**src/rtl/flag_branch_unit_pkg.sv**
```systemverilog
// Shared types and constants for the flag/branch unit: condition codes, flag bit positions,
// and the branch offset sign-extension helper.
package flag_branch_unit_pkg;

  typedef enum logic [2:0] {
    COND_NEQ    = 3'b000,
    COND_EQ     = 3'b001,
    COND_GT     = 3'b010,
    COND_LT     = 3'b011,
    COND_GTE    = 3'b100,
    COND_LTE    = 3'b101,
    COND_OVFL   = 3'b110,
    COND_UNCOND = 3'b111
  } br_cond_t;

  // Flag register layout is {zr, neg, ov}.
  localparam int FLAG_Z = 2;
  localparam int FLAG_N = 1;
  localparam int FLAG_V = 0;

  localparam int OFF_W = 9;
  localparam int PC_W  = 16;

  function automatic logic [PC_W-1:0] sext_off(input logic [OFF_W-1:0] off);
    return {{(PC_W-OFF_W){off[OFF_W-1]}}, off};
  endfunction

endpackage

```
**src/rtl/flag_branch_unit_if.sv**
```systemverilog
// Bundle between ID/WB/fetch and the flag/branch unit. The unit itself uses the slave modport;
// the stage driving issue, writeback and branch requests uses master.
interface flag_branch_unit_if;
  import flag_branch_unit_pkg::*;

  logic                fw_issue;
  logic                fw_full;
  logic                wb_zen;
  logic                wb_nven;
  logic                wb_zr;
  logic                wb_neg;
  logic                wb_ov;
  logic                br_valid;
  logic                br_ready;
  br_cond_t            br_cond;
  logic [PC_W-1:0]     br_pc1;
  logic [OFF_W-1:0]    br_off;
  logic                res_valid;
  logic                res_taken;
  logic [PC_W-1:0]     res_target;
  logic [2:0]          flags;

  modport master (
    output fw_issue, wb_zen, wb_nven, wb_zr, wb_neg, wb_ov,
           br_valid, br_cond, br_pc1, br_off,
    input  fw_full, br_ready, res_valid, res_taken, res_target, flags
  );

  modport slave (
    input  fw_issue, wb_zen, wb_nven, wb_zr, wb_neg, wb_ov,
           br_valid, br_cond, br_pc1, br_off,
    output fw_full, br_ready, res_valid, res_taken, res_target, flags
  );

endinterface

```
**src/rtl/flag_branch_unit_branch_cond_eval.sv**
```systemverilog
// Pure combinational branch condition evaluator: condition code x {zr,neg,ov} -> taken.
// Kept stateless so an ID-stage predictor can reuse it.
module branch_cond_eval
  import flag_branch_unit_pkg::*;
(
  input  br_cond_t   cond_i,
  input  logic [2:0] flags_i,
  output logic       taken_o
);

  logic z, n, v;

  assign z = flags_i[FLAG_Z];
  assign n = flags_i[FLAG_N];
  assign v = flags_i[FLAG_V];

  always_comb begin
    taken_o = 1'b0;
    case (cond_i)
      COND_NEQ:    taken_o = ~z;
      COND_EQ:     taken_o = z;
      COND_GT:     taken_o = ~z & ~n;
      COND_LT:     taken_o = n;
      COND_GTE:    taken_o = z | ~n;
      COND_LTE:    taken_o = n | z;
      COND_OVFL:   taken_o = v;
      COND_UNCOND: taken_o = 1'b1;
      default:     taken_o = 1'b0;
    endcase
  end

endmodule

```
**src/rtl/flag_branch_unit.sv**
```systemverilog
// Flag register, in-flight flag-writer counter and registered branch resolution.
// Optional build macro FLAG_FWD_EN: resolve a branch in the same cycle as the last pending flag write.
module flag_branch_unit
  import flag_branch_unit_pkg::*;
#(
  parameter int MAX_PEND = 3,
  parameter int CNT_W    = 2
) (
  input logic               clk,
  input logic               rst_n,
  flag_branch_unit_if.slave fb
);

  logic [2:0]       flags_q, flags_d;
  logic [CNT_W-1:0] pend_q, pend_d;
  logic             res_valid_q, res_valid_d;
  logic             res_taken_q, res_taken_d;
  logic [PC_W-1:0]  res_target_q, res_target_d;

  logic             wb_wr;
  logic             fw_full;
  logic             cnt_inc;
  logic             br_ready;
  logic             accept;
  logic [2:0]       eval_flags;
  logic             cond_taken;
  logic [PC_W-1:0]  tgt_sum;

  assign wb_wr   = fb.wb_zen | fb.wb_nven;
  assign fw_full = (pend_q == CNT_W'(MAX_PEND));
  assign cnt_inc = fb.fw_issue & ~fw_full;

  always_comb begin
    flags_d = flags_q;
    if (fb.wb_zen) flags_d[FLAG_Z] = fb.wb_zr;
    if (fb.wb_nven) begin
      flags_d[FLAG_N] = fb.wb_neg;
      flags_d[FLAG_V] = fb.wb_ov;
    end
  end

  // A writeback with nothing pending is a protocol error; saturate at zero instead of wrapping.
  always_comb begin
    pend_d = pend_q;
    if (cnt_inc && !wb_wr)
      pend_d = pend_q + CNT_W'(1);
    else if (!cnt_inc && wb_wr && (pend_q != '0))
      pend_d = pend_q - CNT_W'(1);
  end

`ifdef FLAG_FWD_EN
  // flags_d is exactly the register merged with this cycle's WB write.
  assign eval_flags = flags_d;
  assign br_ready   = (pend_q == '0) || (fb.br_cond == COND_UNCOND) ||
                      ((pend_q == CNT_W'(1)) && wb_wr);
`else
  assign eval_flags = flags_q;
  assign br_ready   = (pend_q == '0) || (fb.br_cond == COND_UNCOND);
`endif

  assign accept  = fb.br_valid & br_ready;
  assign tgt_sum = fb.br_pc1 + sext_off(fb.br_off);

  branch_cond_eval u_cond_eval (
    .cond_i  (fb.br_cond),
    .flags_i (eval_flags),
    .taken_o (cond_taken)
  );

  always_comb begin
    res_valid_d  = accept;
    res_taken_d  = res_taken_q;
    res_target_d = res_target_q;
    if (accept) begin
      res_taken_d  = cond_taken;
      res_target_d = cond_taken ? tgt_sum : fb.br_pc1;
    end
  end

  always_ff @(posedge clk or negedge rst_n) begin
    if (!rst_n) begin
      flags_q      <= 3'b000;
      pend_q       <= '0;
      res_valid_q  <= 1'b0;
      res_taken_q  <= 1'b0;
      res_target_q <= '0;
    end else begin
      flags_q      <= flags_d;
      pend_q       <= pend_d;
      res_valid_q  <= res_valid_d;
      res_taken_q  <= res_taken_d;
      res_target_q <= res_target_d;
    end
  end

  assign fb.fw_full    = fw_full;
  assign fb.br_ready   = br_ready;
  assign fb.res_valid  = res_valid_q;
  assign fb.res_taken  = res_taken_q;
  assign fb.res_target = res_target_q;
  assign fb.flags      = flags_q;

endmodule

```
**src/flat_wrapper.sv**
```systemverilog
// flat-port wrapper written by rule: the top's interface ports become plain ports
module flag_branch_unit_flat import flag_branch_unit_pkg::*;
#(
  parameter int MAX_PEND = 3,
  parameter int CNT_W    = 2
)
  (clk, rst_n, fb_fw_issue, fb_wb_zen, fb_wb_nven, fb_wb_zr, fb_wb_neg, fb_wb_ov, fb_br_valid, fb_br_cond, fb_br_pc1, fb_br_off, fb_fw_full, fb_br_ready, fb_res_valid, fb_res_taken, fb_res_target, fb_flags);
  flag_branch_unit_if fb_i ();
  input logic clk;
  input logic rst_n;
  input wire logic [$bits(fb_i.fw_issue)-1:0] fb_fw_issue;
  input wire logic [$bits(fb_i.wb_zen)-1:0] fb_wb_zen;
  input wire logic [$bits(fb_i.wb_nven)-1:0] fb_wb_nven;
  input wire logic [$bits(fb_i.wb_zr)-1:0] fb_wb_zr;
  input wire logic [$bits(fb_i.wb_neg)-1:0] fb_wb_neg;
  input wire logic [$bits(fb_i.wb_ov)-1:0] fb_wb_ov;
  input wire logic [$bits(fb_i.br_valid)-1:0] fb_br_valid;
  input wire logic [$bits(fb_i.br_cond)-1:0] fb_br_cond;
  input wire logic [$bits(fb_i.br_pc1)-1:0] fb_br_pc1;
  input wire logic [$bits(fb_i.br_off)-1:0] fb_br_off;
  output wire logic [$bits(fb_i.fw_full)-1:0] fb_fw_full;
  output wire logic [$bits(fb_i.br_ready)-1:0] fb_br_ready;
  output wire logic [$bits(fb_i.res_valid)-1:0] fb_res_valid;
  output wire logic [$bits(fb_i.res_taken)-1:0] fb_res_taken;
  output wire logic [$bits(fb_i.res_target)-1:0] fb_res_target;
  output wire logic [$bits(fb_i.flags)-1:0] fb_flags;
  assign fb_i.fw_issue = fb_fw_issue;
  assign fb_i.wb_zen = fb_wb_zen;
  assign fb_i.wb_nven = fb_wb_nven;
  assign fb_i.wb_zr = fb_wb_zr;
  assign fb_i.wb_neg = fb_wb_neg;
  assign fb_i.wb_ov = fb_wb_ov;
  assign fb_i.br_valid = fb_br_valid;
  assign fb_i.br_cond = fb_br_cond;
  assign fb_i.br_pc1 = fb_br_pc1;
  assign fb_i.br_off = fb_br_off;
  assign fb_fw_full = fb_i.fw_full;
  assign fb_br_ready = fb_i.br_ready;
  assign fb_res_valid = fb_i.res_valid;
  assign fb_res_taken = fb_i.res_taken;
  assign fb_res_target = fb_i.res_target;
  assign fb_flags = fb_i.flags;
  flag_branch_unit #(.MAX_PEND(MAX_PEND), .CNT_W(CNT_W)) u_core (.clk(clk), .rst_n(rst_n), .fb(fb_i));
endmodule
```
**config.mk**
```make
export PLATFORM = sky130hd
export DESIGN_NAME = flag_branch_unit_flat
export DESIGN_NICKNAME = d
export VERILOG_FILES = /design/src/rtl/flag_branch_unit_pkg.sv /design/src/rtl/flag_branch_unit_if.sv /design/src/rtl/flag_branch_unit_branch_cond_eval.sv /design/src/rtl/flag_branch_unit.sv /design/src/flat_wrapper.sv
export SDC_FILE = /design/constraint.sdc
export NUM_CORES = 1
export LEC_CHECK = 0
export BUFFER_PORTS_ARGS = -buffer_cell sky130_fd_sc_hd__buf_2
export CAP_MARGIN = 5
export CORE_MARGIN = 2
export CORE_UTILIZATION = 30
export CTS_CLUSTER_SIZE = 25
export DETAILED_ROUTE_END_ITERATION = 7
export PLACE_DENSITY = 0.59
export SLEW_MARGIN = 40
export SYNTH_ARGS = -nofsm -noshare
export SYNTH_HDL_FRONTEND = slang
export SYNTH_HIERARCHICAL = 1
export SYNTH_SLANG_ARGS = --single-unit
export TNS_END_PERCENT = 50
```
**constraint.sdc**
```tcl
create_clock -name clk -period 1.9 [get_ports clk]
set_input_delay 0.285 -clock clk [delete_from_list [all_inputs] [get_ports clk]]
set_output_delay 0.285 -clock clk [all_outputs]
set_load 0.01 [all_outputs]
```
Word-level counts from Yosys, hierarchy flattened --
Cells that the tools add are included.
Operators by class: muxes and demuxes 4, reduce and logical (&&, ||, !) cells 10, eq/ne operators 8, add/sub/neg operators 3, bitwise logic cells 9
Operators with widths (number):
- 16-bit adder | 1
- 16-bit 2-to-1 mux | 1
- 3-bit == test (second input constant) | 4
- 1-bit one-hot mux with 8 select lines | 1
- 3-bit by 2-bit == test with 1-bit output (second input constant) | 2
- 2-bit 2-to-1 mux | 2
- 2-bit nonzero test | 2
- 1-bit bitwise AND | 3
- 3-bit by 1-bit == test with 1-bit output (second input constant) | 1
- 1-bit logical AND | 3
- 3-bit zero test | 1
- 1-bit inverter | 3
- 1-bit bitwise OR | 3
- 2-bit by 1-bit adder with 2-bit output (second input constant) | 1
- 2-bit == test (second input constant) | 1
- 1-bit zero test | 2
- 2-bit zero test | 1
- 2-bit by 1-bit subtractor with 2-bit output (second input constant) | 1
- 1-bit logical OR | 1
Word-level totals: bits in registers 23, word-level logic and storage cells 40

Logic depth before layout (Yosys ltp) --
Gate-level depths: netlist of the first run.
depth in word-level cells 8, mapped depth 9

Hierarchy --
Netlist of the first run, hierarchy kept.
Modules (own cells, without submodules):
- flag_branch_unit | area each 1793.0 µm², times used 1, seq. area each 575.6 µm², cells an instance 203
- branch_cond_eval | area each 76.3 µm², times used 1, seq. area each 0.0 µm², cells an instance 11

Worst setup path after synthesis of the first run --
No wires, ideal clock.
path kind input port to flip-flop, start input port fb_br_pc1[0], end register u_core.res_target_q[8] (netlist: u_core/fb.res_target[8]), required time 1.778 ns, path slack -0.137 ns, data arrival time 1.916 ns, stages 8, setup time 0.122 ns, cell sequence ha_1 > fa_1 > a211oi_1 > o21ai_1 > a21o_1 > a21oi_1 > mux2i_1 > nand2_1
On the way: word-level cells in the longest chain between the ends 2
Ends and longest elaborated chain:
- start, declared | RTL line flat_wrapper.sv:19 | input wire logic [$bits(fb_i.br_pc1)-1:0] fb_br_pc1;
- 16-bit adder | RTL line flag_branch_unit.sv:62 | assign tgt_sum = fb.br_pc1 + sext_off(fb.br_off);
- 16-bit 2-to-1 mux | RTL line flag_branch_unit.sv:76 | res_target_d = cond_taken ? tgt_sum : fb.br_pc1;
- end signal, assigned | RTL line flag_branch_unit.sv:92 | res_target_q <= res_target_d;
- end, declared | RTL line flag_branch_unit.sv:18 | logic [PC_W-1:0] res_target_q, res_target_d;
No other way between the ends. A chain may end at the register's enable or synchronous reset.

Worst setup path in the final report of the first run --
start input port fb_br_off[8], end register u_core.res_target_q[15] (netlist: u_core/fb.res_target[15])
On the way: word-level cells in the longest chain between the ends 2
Ends and longest elaborated chain:
- start, declared | RTL line flat_wrapper.sv:20 | input wire logic [$bits(fb_i.br_off)-1:0] fb_br_off;
- 16-bit adder | RTL line flag_branch_unit.sv:62
- 16-bit 2-to-1 mux | RTL line flag_branch_unit.sv:76
No other way between the ends.

==> results.txt, run 1 <==
Synth Net Count - 267
Number of port buffers - 59
Vert. Die Dim - 82.9 um
XOR/XNOR Fraction of Synth Area - 4.69%
Routed via count - 1918
Die W - 82.9 um
Synthesis-to-layout area growth - 37.3%
HP Class - in2async
Worst path arrival time - 2.01 ns
Core area - 5960 um^2
Largest net degree at the start of global routing - 24
Syn avg cell area - 8.74 um^2
Hold buffer count at cts - 0
Max Root-Sink Buffers - 2
I/O pin count - 60
Overflow left after global routing - 0
CP Launch Type - input port
R2r startpoint - u_core/fb.flags[1]
Vias in the first global route - 1838
Clk pin slew, worst setup/hold paths - 0.10 ns
Main combinational cell family by area after synthesis - compound AO/OA/AOI/OAI gates
Clock Latency Late Sink - 0.27 ns
Pre-antenna DRT Iters - 4
Setup CP Type - in2reg
Setup violations, final - 0
CTS Sinks - 23
Final WL - 5.22 mm
CTS tree - built
Fin crit period - 1.80 ns
Worst path cell trace - buf_2, ha_1, a21o_1, a31o_1, a221oi_2, nand2_1, o311a_1, nand2_1
Adder-cell share of the synthesized area - 11.1%
Crit. End Element - flip-flop
Rows - 28
Worst setup margin - 0.0964 ns
RSZ-0062 raised after global routing - true
Post-place setup slack - -0.167 ns
Die area - 6880 um^2
Post-synth EDFFs - 0
Worst r2r dst - u_core/fb.res_target[15]
H-tree depth - 1
MaxCap Viol Count - 0
Final hold viol count - 23
# diodes - 0
Crit path max fanout - 6
Max-slew headroom - 64.5%
Leak - 1.30 nW
CP most frequent cell - nand2_1
Clk root buf - clkbuf_8
Synth cell types - 46
Register area share after synthesis - 30.8%
Status - finished, violations left
Power per Cell Area - 704 nW/um^2
Maximum VDD drop - 0.409 mV
Final slew viol count - 0
Async set or reset register ratio after synthesis - 100%
Setup Skew - 0.00926 ns
Post-layout nets - 357
DP HPWL - 4.11 mm
Cells after Synth - 214
First-pass GRT wire length - 8.74 mm
Initial core utilization - 31.4%
Compound-cell area share of the yosys netlist - 24.4%
Max Fclk - 554 MHz
Final GP Congestion - 0.860
Post-route antenna net violation count - 0
DRC - 0
Antenna violations before repair - 0
Worst hold margin - -0.0203 ns
Synthesis Warnings - 6
Layout cell share with drive strength beyond 1 - 37.0%
Failing checks - hold timing
TritonCTS Buffers - 3
Slowest stage delay, CP - 0.34 ns
Iter 0 DRT Violations - 113
Drt via density - 5.07
Post-Synth Simple-Gate Area - 19.7%
Tcrit/Tclk final - 94.9%
Tot GR Track Use - 15.1%
Reg2Reg Depth - 8
Crit path required time - 2.11 ns
Worst-Margin Slew - 0.532 ns
Slowest CP cell - o311a_1
Synthesized flop and latch total - 23
Most frequently used flop master after synthesis - dfrtp_1
WL/cell - 13.8 um
Cell area after synthesis - 1870 um^2
Worst reg2reg setup slack - 0.11 ns
Post-synthesis mux area share - 7.16%
## report_power, final
group	leakage [nW]	internal (mW)	switching [mW]
registers	0.282	0.602	0.0678
logic	0.997	0.380	0.431
clock network	0.0217	0.149	0.176
total	1.30	1.13	0.675
## cell type report
type | count | area, um^2
Fill cell | 616 | 3390
Multi-Input combinational cell | 181 | 1280
Sequential cell | 23 | 576
Timing Repair Buffer | 91 | 548
Tap cell | 75 | 93.8
Clock buffer | 3 | 41.3
Inverter | 4 | 15.0
Clock inverter | 1 | 7.51
## cells by family (layout without fill, tap and decap cells)
logic type,Yosys count,in the layout
compound gates,72,72
simple gates,70,70
flops,23,23
fa+ha+maj,16,16
mux,13,13
xor+xnor,10,10
buf+inv,10,99
## worst max-delay path by stage
stage,start,endpoint,slack (ns),cells past startpoint
3_3_place_gp,fb_br_pc1[0],u_core/fb.res_target[8],-0.14,9
6_report,fb_br_off[8],u_core/fb.res_target[15],0.1,8
4_1_cts,u_core/fb.flags[1],u_core/fb.res_target[15],0.09,8
5_1_grt,u_core/fb.flags[1],u_core/fb.res_target[15],-0.02,8
2_1_floorplan,fb_br_pc1[0],u_core/fb.res_target[8],0.03,8
3_5_place_dp,fb_br_pc1[0],u_core/fb.res_target[13],-0.17,9
## synthesized netlist by cell type (2+ instances only)
master	number	area (um^2)
nand3b_1	4	30.0
mux2i_1	10	100
inv_1	3	11.3
xor2_1	3	26.3
nand2_1	21	78.8
xnor2_1	7	61.3
ha_1	15	188
clkbuf_1	4	15.0
o21ai_0	17	85.1
nor2_1	13	48.8
nor3b_1	3	22.5
nand3_1	3	15.0
a21o_1	7	52.6
mux2_2	3	33.8
o21ai_1	8	40.0
dfrtp_1	23	576
a21oi_1	17	85.1
a31oi_1	2	12.5
o21a_1	4	30.0
o311a_1	2	20.0
and3_1	9	56.3
or2_2	2	12.5
nand2b_1	2	12.5
a211oi_1	4	30.0
and3_2	2	15.0
nor3_1	4	20.0
buf_2	2	10.0
a31o_1	2	17.5
## metal layers
| metal | share of wire [%] | up-vias | GRT usage (%) |
|---|---|---|---|
| li1 | - | 978 | - |
| met5 | 0 | - | 0 |
| met1 | 49 | 894 | 21.3 |
| met3 | 3.4 | 4 | 1.69 |
| met4 | 0.98 | 0 | 3.58 |
| met2 | 47 | 42 | 24.5 |
## state kept, by name, indices dropped and copies added, names as in the netlist
signal and count:
u_core/fb.res_target 16, u_core/fb.flags 3, u_core/pend_q 2, u_core/fb.res_taken 1, u_core/fb.res_valid 1
## placed cells by master (no fill, tap or decap), types with 3 or more instances in the layout
master	instances
a211oi_1	3
a21o_1	7
a21oi_1	16
and3_1	9
buf_2	57
buf_4	32
clkbuf_8	3
dfrtp_1	23
ha_1	14
inv_1	3
mux2_2	3
mux2i_1	10
nand2_1	21
nand3_1	3
nand3b_1	4
nor2_1	13
nor3_1	4
nor3b_1	3
o21a_1	4
o21ai_0	16
o21ai_1	7
xnor2_1	7
xor2_1	3
## through the flow
stage / setup TNS (ns) / cells / power, mW / utilization (%) / cell area, um^2
6_report: 0 / 378 / 1.81 / 43.1 / 2570
5_1_grt: -0.0229 / 378 / 1.94 / 43.1 / 2570
3_3_place_gp: -0.638 / 374 / 1.47 / 41.8 / 2490
2_1_floorplan: 0 / 214 / 1.13 / - / 1880
4_1_cts: 0 / 378 / 1.81 / 42.6 / 2540
3_5_place_dp: -0.783 / 374 / 1.48 / 41.8 / 2490
## critical path: cells and delay by family
family	cells	cell delay, ns
AOI/OAI and AO/OA	4	1.11
adders and majority gates	1	0.33
buffers and inverters	1	0.15
and+or+nand+nor	2	0.15
## what timing repair did
action	in CTS	in global routing
setup buffers	0	0
endpoints found under the setup margin	0	3
gates resized for setup	0	7
endpoints found under the hold margin	0	0
Note: power is estimated with default switching activity, not from simulation.
==> inputs of run 2 (changes only) <==
--- a/config.mk
+++ b/config.mk
@@ -11,7 +11,8 @@
 export CORE_UTILIZATION = 30
 export CTS_CLUSTER_SIZE = 25
 export DETAILED_ROUTE_END_ITERATION = 7
-export PLACE_DENSITY = 0.59
+export MAX_ROUTING_LAYER = met4
+export PLACE_DENSITY = 0.61
 export SLEW_MARGIN = 40
 export SYNTH_ARGS = -nofsm -noshare
 export SYNTH_HDL_FRONTEND = slang
==> constraint.sdc (replaced) <==
create_clock -name clk -period 1.6 [get_ports clk]
set_input_delay 0.24 -clock clk [delete_from_list [all_inputs] [get_ports clk]]
set_output_delay 0.24 -clock clk [all_outputs]
set_load 0.01 [all_outputs]
==> run 2 against run 1 <==
Against the previous run:
- the flow finishes with violations (setup timing)
- setup slack worse by 0.30 ns
- non-clock buffer count grew 22
- clock skew shrank 0.0063 ns
==> results.txt, run 2 (synthesized netlist as in run 1, its figures left out) <==
Status - finished, violations left (unchanged)
Failing checks - setup timing (was hold timing)
Die W - 82.9 um (unchanged)
WL/cell - 13.5 um (was 13.8 um)
Overflow left after global routing - 0 (unchanged)
Clk root buf - clkbuf_8 (unchanged)
Setup violations, final - 15 (was 0)
Crit. End Element - flip-flop (unchanged)
Worst-Margin Slew - 0.535 ns (was 0.532 ns)
Clk pin slew, worst setup/hold paths - 0.09 ns (was 0.10 ns)
Final WL - 5.40 mm (was 5.22 mm)
Rows - 28 (unchanged)
Drt via density - 5.03 (was 5.07)
Leak - 1.41 nW (was 1.30 nW)
Final slew viol count - 0 (unchanged)
Vert. Die Dim - 82.9 um (unchanged)
H-tree depth - 1 (unchanged)
Vias in the first global route - 2014 (was 1838)
Post-route antenna net violation count - 0 (unchanged)
Core area - 5960 um^2 (unchanged)
DRC - 0 (unchanged)
CTS Sinks - 23 (unchanged)
Commonest non-fill, non-tap cell in the layout - buf_2 (unchanged)
CTS tree - built (unchanged)
Crit path max fanout - 8 (was 6)
Largest net degree at the start of global routing - 24 (unchanged)
Max reg flops - 16 (unchanged)
Max Fclk - 555 MHz
Tcrit/Tclk final - 113%
Setup CP Type - in2reg (unchanged)
Non-Filler Instances - 401 (was 378)
Worst setup margin - -0.203 ns (was 0.0964 ns)
Pre-antenna DRT Iters - 4 (unchanged)
MaxCap Viol Count - 0 (unchanged)
Post-place setup slack - -0.514 ns (was -0.167 ns)
Die area - 6880 um^2 (unchanged)
Final GP Congestion - 0.886 (was 0.860)
Iter 0 DRT Violations - 92 (was 113)
Max-slew headroom - 64.3% (was 64.5%)
Worst path arrival time - 2.01 ns (about the same)
Final hold viol count - 0 (was 23)
Tot GR Track Use - 16.2% (was 15.1%)
Worst hold margin - 0.206 ns (was -0.0203 ns)
Setup Skew - 0.00299 ns (was 0.00926 ns)
Crit path required time - 1.81 ns (was 2.11 ns)
Post-Place Cells - 391 (was 374)
HP Class - in2reg (was in2async)
Layout cell share with drive strength beyond 1 - 46.9% (was 37.0%)
RSZ-0062 raised after global routing - true (unchanged)
Antenna violations before repair - 0 (unchanged)
TritonCTS Buffers - 3 (unchanged)
Power per Cell Area - 796 nW/um^2 (was 704 nW/um^2)
I/O pin count - 60 (unchanged)
Worst reg2reg setup slack - -0.20 ns (was 0.11 ns)
Fin crit period - 1.80 ns
Synthesis-to-layout area growth - 55.8% (was 37.3%)
Routed via count - 2017 (was 1918)
First-pass GRT wire length - 9.26 mm (was 8.74 mm)
DP HPWL - 4.21 mm (was 4.11 mm)
Number of port buffers - 59 (unchanged)
CP Launch Type - input port (unchanged)
Initial core utilization - 31.4% (unchanged)
Maximum VDD drop - 0.347 mV (was 0.409 mV)
# diodes - 0 (unchanged)
Post-layout nets - 380 (was 357)
Max Root-Sink Buffers - 2 (unchanged)
Clock Latency Late Sink - 0.26 ns (was 0.27 ns)
Most frequent cells in the layout - buf_2 (56), buf_4 (49), dfrtp_1 (23), nand2_1 (20), o21ai_1 (16) (was buf_2 (57), buf_4 (32), dfrtp_1 (23), nand2_1 (21))
## run 2: area by class of cell
type | count | area (um^2)
multi-input cells | 181 | 1430
repair buffers | 113 | 741
clock inverters | 1 | 7.51
flip-flops and latches | 23 | 576
repair inverters | 1 | 7.51
inverters | 4 | 18.8
fillers | 597 | 3040
well taps | 75 | 93.8
clock buffers | 3 | 41.3
## run 2: critical path, cell delays in order
cell	delay (ns)
buf_2	0.25
ha_4	0.27
a21o_1	0.20
a31o_1	0.25
a221oi_2	0.31
nand2_1	0.08
o311a_1	0.34
nand2_1	0.06
## run 2: what timing repair did
action,in CTS,in global routing
hold buffers,1,0
setup buffers,0,4
hold endpoints to repair,23,0
gates resized for setup,3,34
cloned,1,0
setup endpoints to repair,15,17
pin swaps,1,12
## run 2: path summary, 6_finish.rpt
| check | from | endpoint | depth (start not counted) |
|---|---|---|---|
| setup / recovery | fb_br_off[8] | u_core/fb.res_target[15] | 8 |
| hold / removal | fb_wb_neg | u_core/fb.flags[1] | 2 |
| setup reg to reg | u_core/fb.flags[1] | u_core/fb.res_target[15] | 8 |
| hold reg to reg | u_core/fb.res_taken | u_core/fb.res_taken | 2 |
| max in group asynchronous | rst_n | u_core/fb.res_target[10] | 2 |
| min in group asynchronous | rst_n | u_core/pend_q[1] | 2 |
## run 2: layer usage
layer,part of all wire (%),global-route usage (%)
met1,47,21.4
met2,49,26.5
met3,3.3,1.59
met4,1.3,4.62
met5,0,-
## run 2: metrics by stage
| stage | util [%] | TNS [ns] | power [mW] | area (um^2) |
|---|---|---|---|---|
| after detailed placement | 45.1 | -3.71 | 1.85 | 2690 |
| after global routing | 48.9 | -3.78 | 2.49 | 2910 |
| final | 48.9 | -1.41 | 2.32 | 2910 |
| after floorplan | - | -0.432 | 1.37 | 1950 |
| after CTS | 46.4 | -1.71 | 2.24 | 2760 |
| after global placement | 45.1 | -3.45 | 1.83 | 2690 |
## run 2: power by group
group / total (mW) / internal [mW] / switching (mW)
registers: 0.796 / 0.715 / 0.0807
clock network: 0.375 / 0.176 / 0.199
logic: 1.15 / 0.574 / 0.572
total: 2.32 / 1.47 / 0.852
==> inputs of run 3 (changes only) <==
--- a/config.mk
+++ b/config.mk
@@ -7,7 +7,6 @@
 export LEC_CHECK = 0
 export BUFFER_PORTS_ARGS = -buffer_cell sky130_fd_sc_hd__buf_2
 export CAP_MARGIN = 5
-export CORE_MARGIN = 2
 export CORE_UTILIZATION = 30
 export CTS_CLUSTER_SIZE = 25
 export DETAILED_ROUTE_END_ITERATION = 7
==> run 3 against run 2 <==
Against the previous run:
- the run still ends with setup timing left
- first-iteration DRC count shrank 5.4%
- clock-buffer cell count unchanged
- combinational power barely moved
- design area is essentially flat
- core utilization about the same
- global-route usage rose by 1.0 points
- setup slack gained 0.030 ns
- highest routed layer unchanged
- critical path type is now reg2reg
- non-clock buffer count did not move
==> results.txt, run 3 (synthesized netlist as in run 1, its figures left out) <==
Status - finished, violations left (unchanged)
Failing checks - setup timing (unchanged)
Pre-antenna DRT Iters - 4 (unchanged)
Vias in the first global route - 1840 (was 2014)
Worst r2r dst - u_core/fb.res_target[15] (unchanged)
Max reg flops - 16 (unchanged)
CTS tree - built (unchanged)
I/O pin count - 60 (unchanged)
Number of port buffers - 59 (unchanged)
WL/cell - 13.6 um (was 13.5 um)
Leak - 1.41 nW (about the same)
R2r startpoint - u_core/fb.flags[1] (unchanged)
Fin crit period - 1.77 ns (was 1.80 ns)
CTS Sinks - 23 (unchanged)
Antenna violations before repair - 0 (unchanged)
Rows - 28 (unchanged)
Hold EP - u_core/fb.flags[1] (unchanged)
Placed Area - 2690 um^2 (unchanged)
Setup CP Type - reg2reg (was in2reg)
Die area - 6550 um^2 (was 6880 um^2)
Clk root buf - clkbuf_8 (unchanged)
DP HPWL - 4.27 mm (was 4.21 mm)
RSZ-0062 raised after global routing - true (unchanged)
CP Launch Type - flip-flop (was input port)
Clock Latency Late Sink - 0.26 ns (about the same)
Worst reg2reg setup slack - -0.17 ns (was -0.20 ns)
Routed via count - 1992 (was 2017)
First-pass GRT wire length - 8.50 mm (was 9.26 mm)
Power per Cell Area - 798 nW/um^2 (was 796 nW/um^2)
Setup Skew - 0.00154 ns (was 0.00299 ns)
Final slew viol count - 0 (unchanged)
Max Root-Sink Buffers - 2 (unchanged)
Vert. Die Dim - 80.9 um (was 82.9 um)
Maximum VDD drop - 0.379 mV (was 0.347 mV)
Iter 0 DRT Violations - 87 (was 92)
Crit. End Element - flip-flop (unchanged)
Hold Path Stages - 2 (unchanged)
Drt via density - 4.97 (was 5.03)
Most frequent cells in the layout - buf_2 (55), buf_4 (49), dfrtp_1 (23), nand2_1 (20), o21ai_1 (15) (was buf_2 (56), buf_4 (49), dfrtp_1 (23), nand2_1 (20), o21ai_1 (16))
Final hold viol count - 0 (unchanged)
Overflow left after global routing - 0 (unchanged)
Max Fclk - 564 MHz (was 555 MHz)
Crit path max fanout - 5 (was 8)
Tcrit/Tclk final - 111% (was 113%)
Post-layout nets - 380 (unchanged)
TritonCTS Buffers - 3 (unchanged)
Worst setup margin - -0.173 ns (was -0.203 ns)
Post-route antenna net violation count - 0 (unchanged)
HP Class - in2reg (unchanged)
Setup TNS - -1.54 ns (was -1.41 ns)
Crit path required time - 1.81 ns (about the same)
Reg2Reg Depth - 7 (was 8)
Max-slew headroom - 64.5% (was 64.3%)
Final WL - 5.45 mm (was 5.40 mm)
Layout cell share with drive strength beyond 1 - 47.2% (was 46.9%)
Core area - 5960 um^2 (unchanged)
MaxCap Viol Count - 0 (unchanged)
Worst path arrival time - 1.98 ns (was 2.01 ns)
Hold Crit Start - fb_wb_neg (unchanged)
Worst-Margin Slew - 0.532 ns (was 0.535 ns)
H-tree depth - 1 (unchanged)
Commonest non-fill, non-tap cell in the layout - buf_2 (unchanged)
Largest net degree at the start of global routing - 24 (unchanged)
Clk pin slew, worst setup/hold paths - 0.09 ns (about the same)
Final GP Congestion - 0.826 (was 0.886)
# diodes - 0 (unchanged)
Initial core utilization - 31.4% (unchanged)
Die W - 80.9 um (was 82.9 um)
Finished Cell Area - 2910 um^2 (about the same)
Tot GR Track Use - 17.2% (was 16.2%)
Synthesis-to-layout area growth - 55.8% (about the same)
DRC - 0 (unchanged)
Setup violations, final - 16 (was 15)
==> run 3: repair_timing <==
| item | CTS | global route |
|---|---|---|
| setup buffers | 2 | 2 |
| endpoints found under the setup margin | 15 | 17 |
| endpoints found under the hold margin | 23 | 0 |
| pin swaps | 10 | 8 |
| hold buffers | 1 | 0 |
| gates cloned | 1 | 0 |
| resized for setup | 14 | 23 |
==> run 3: report_power, final <==
part / total (mW) / leakage, nW / switching [mW] / internal [mW]
logic: 1.15 / 1.11 / 0.576 / 0.571
registers: 0.798 / 0.282 / 0.0827 / 0.715
clock network: 0.378 / 0.0217 / 0.202 / 0.176
==> run 3: worst max path at each step <==
stage / startpoint / cells past startpoint / endpoint / slack, ns
global route: u_core/fb.flags[1] / 7 / u_core/fb.res_target[15] / -0.27
global placement: fb_br_pc1[6] / 8 / u_core/fb.res_target[13] / -0.39
finish: u_core/fb.flags[1] / 7 / u_core/fb.res_target[15] / -0.17
detailed placement: fb_br_off[8] / 8 / u_core/fb.res_target[15] / -0.40
CTS: u_core/fb.flags[1] / 7 / u_core/fb.res_target[15] / -0.18
floorplan: fb_br_pc1[0] / 8 / u_core/fb.res_target[8] / -0.15
==> run 3: stage by stage <==
stage	std cells	util (%)	total power, mW	setup slack (ns)	hold WS (ns)
global route	401	48.9	2.49	-0.266	0.200
global placement	391	45.1	1.83	-0.388	0.255
finish	401	48.9	2.32	-0.173	0.202
detailed placement	391	45.1	1.84	-0.395	0.256
floorplan	214	-	1.37	-0.152	-0.0556
CTS	399	47.5	2.27	-0.178	0.197
==> run 3: layer usage <==
metal	vias up	global-route usage (%)	part of all wire [%]
li1	1026	-	-
met1	914	23.0	50
met2	46	26.9	46
met3	6	1.57	3.4
met4	0	6.43	1.2
met5	-	-	0
==> run 3: cell type report <==
class / instances / area [um^2]
Tap cell: 75 / 93.8
Timing Repair Buffer: 113 / 743
Timing Repair inverter: 1 / 7.51
Fill cell: 585 / 3040
Sequential cell: 23 / 576
Multi-Input combinational cell: 181 / 1430
Inverter: 4 / 18.8
Clock inverter: 1 / 7.51
Clock buffer: 3 / 41.3
==> run 3: critical path, stage by stage (launching register included) <==
cell     delay, ns
dfrtp_1       0.43
mux2i_1       0.20
o31a_1        0.13
o21a_1        0.14
or4b_1        0.45
a22o_1        0.20
o311a_1       0.10
nand2_1       0.06
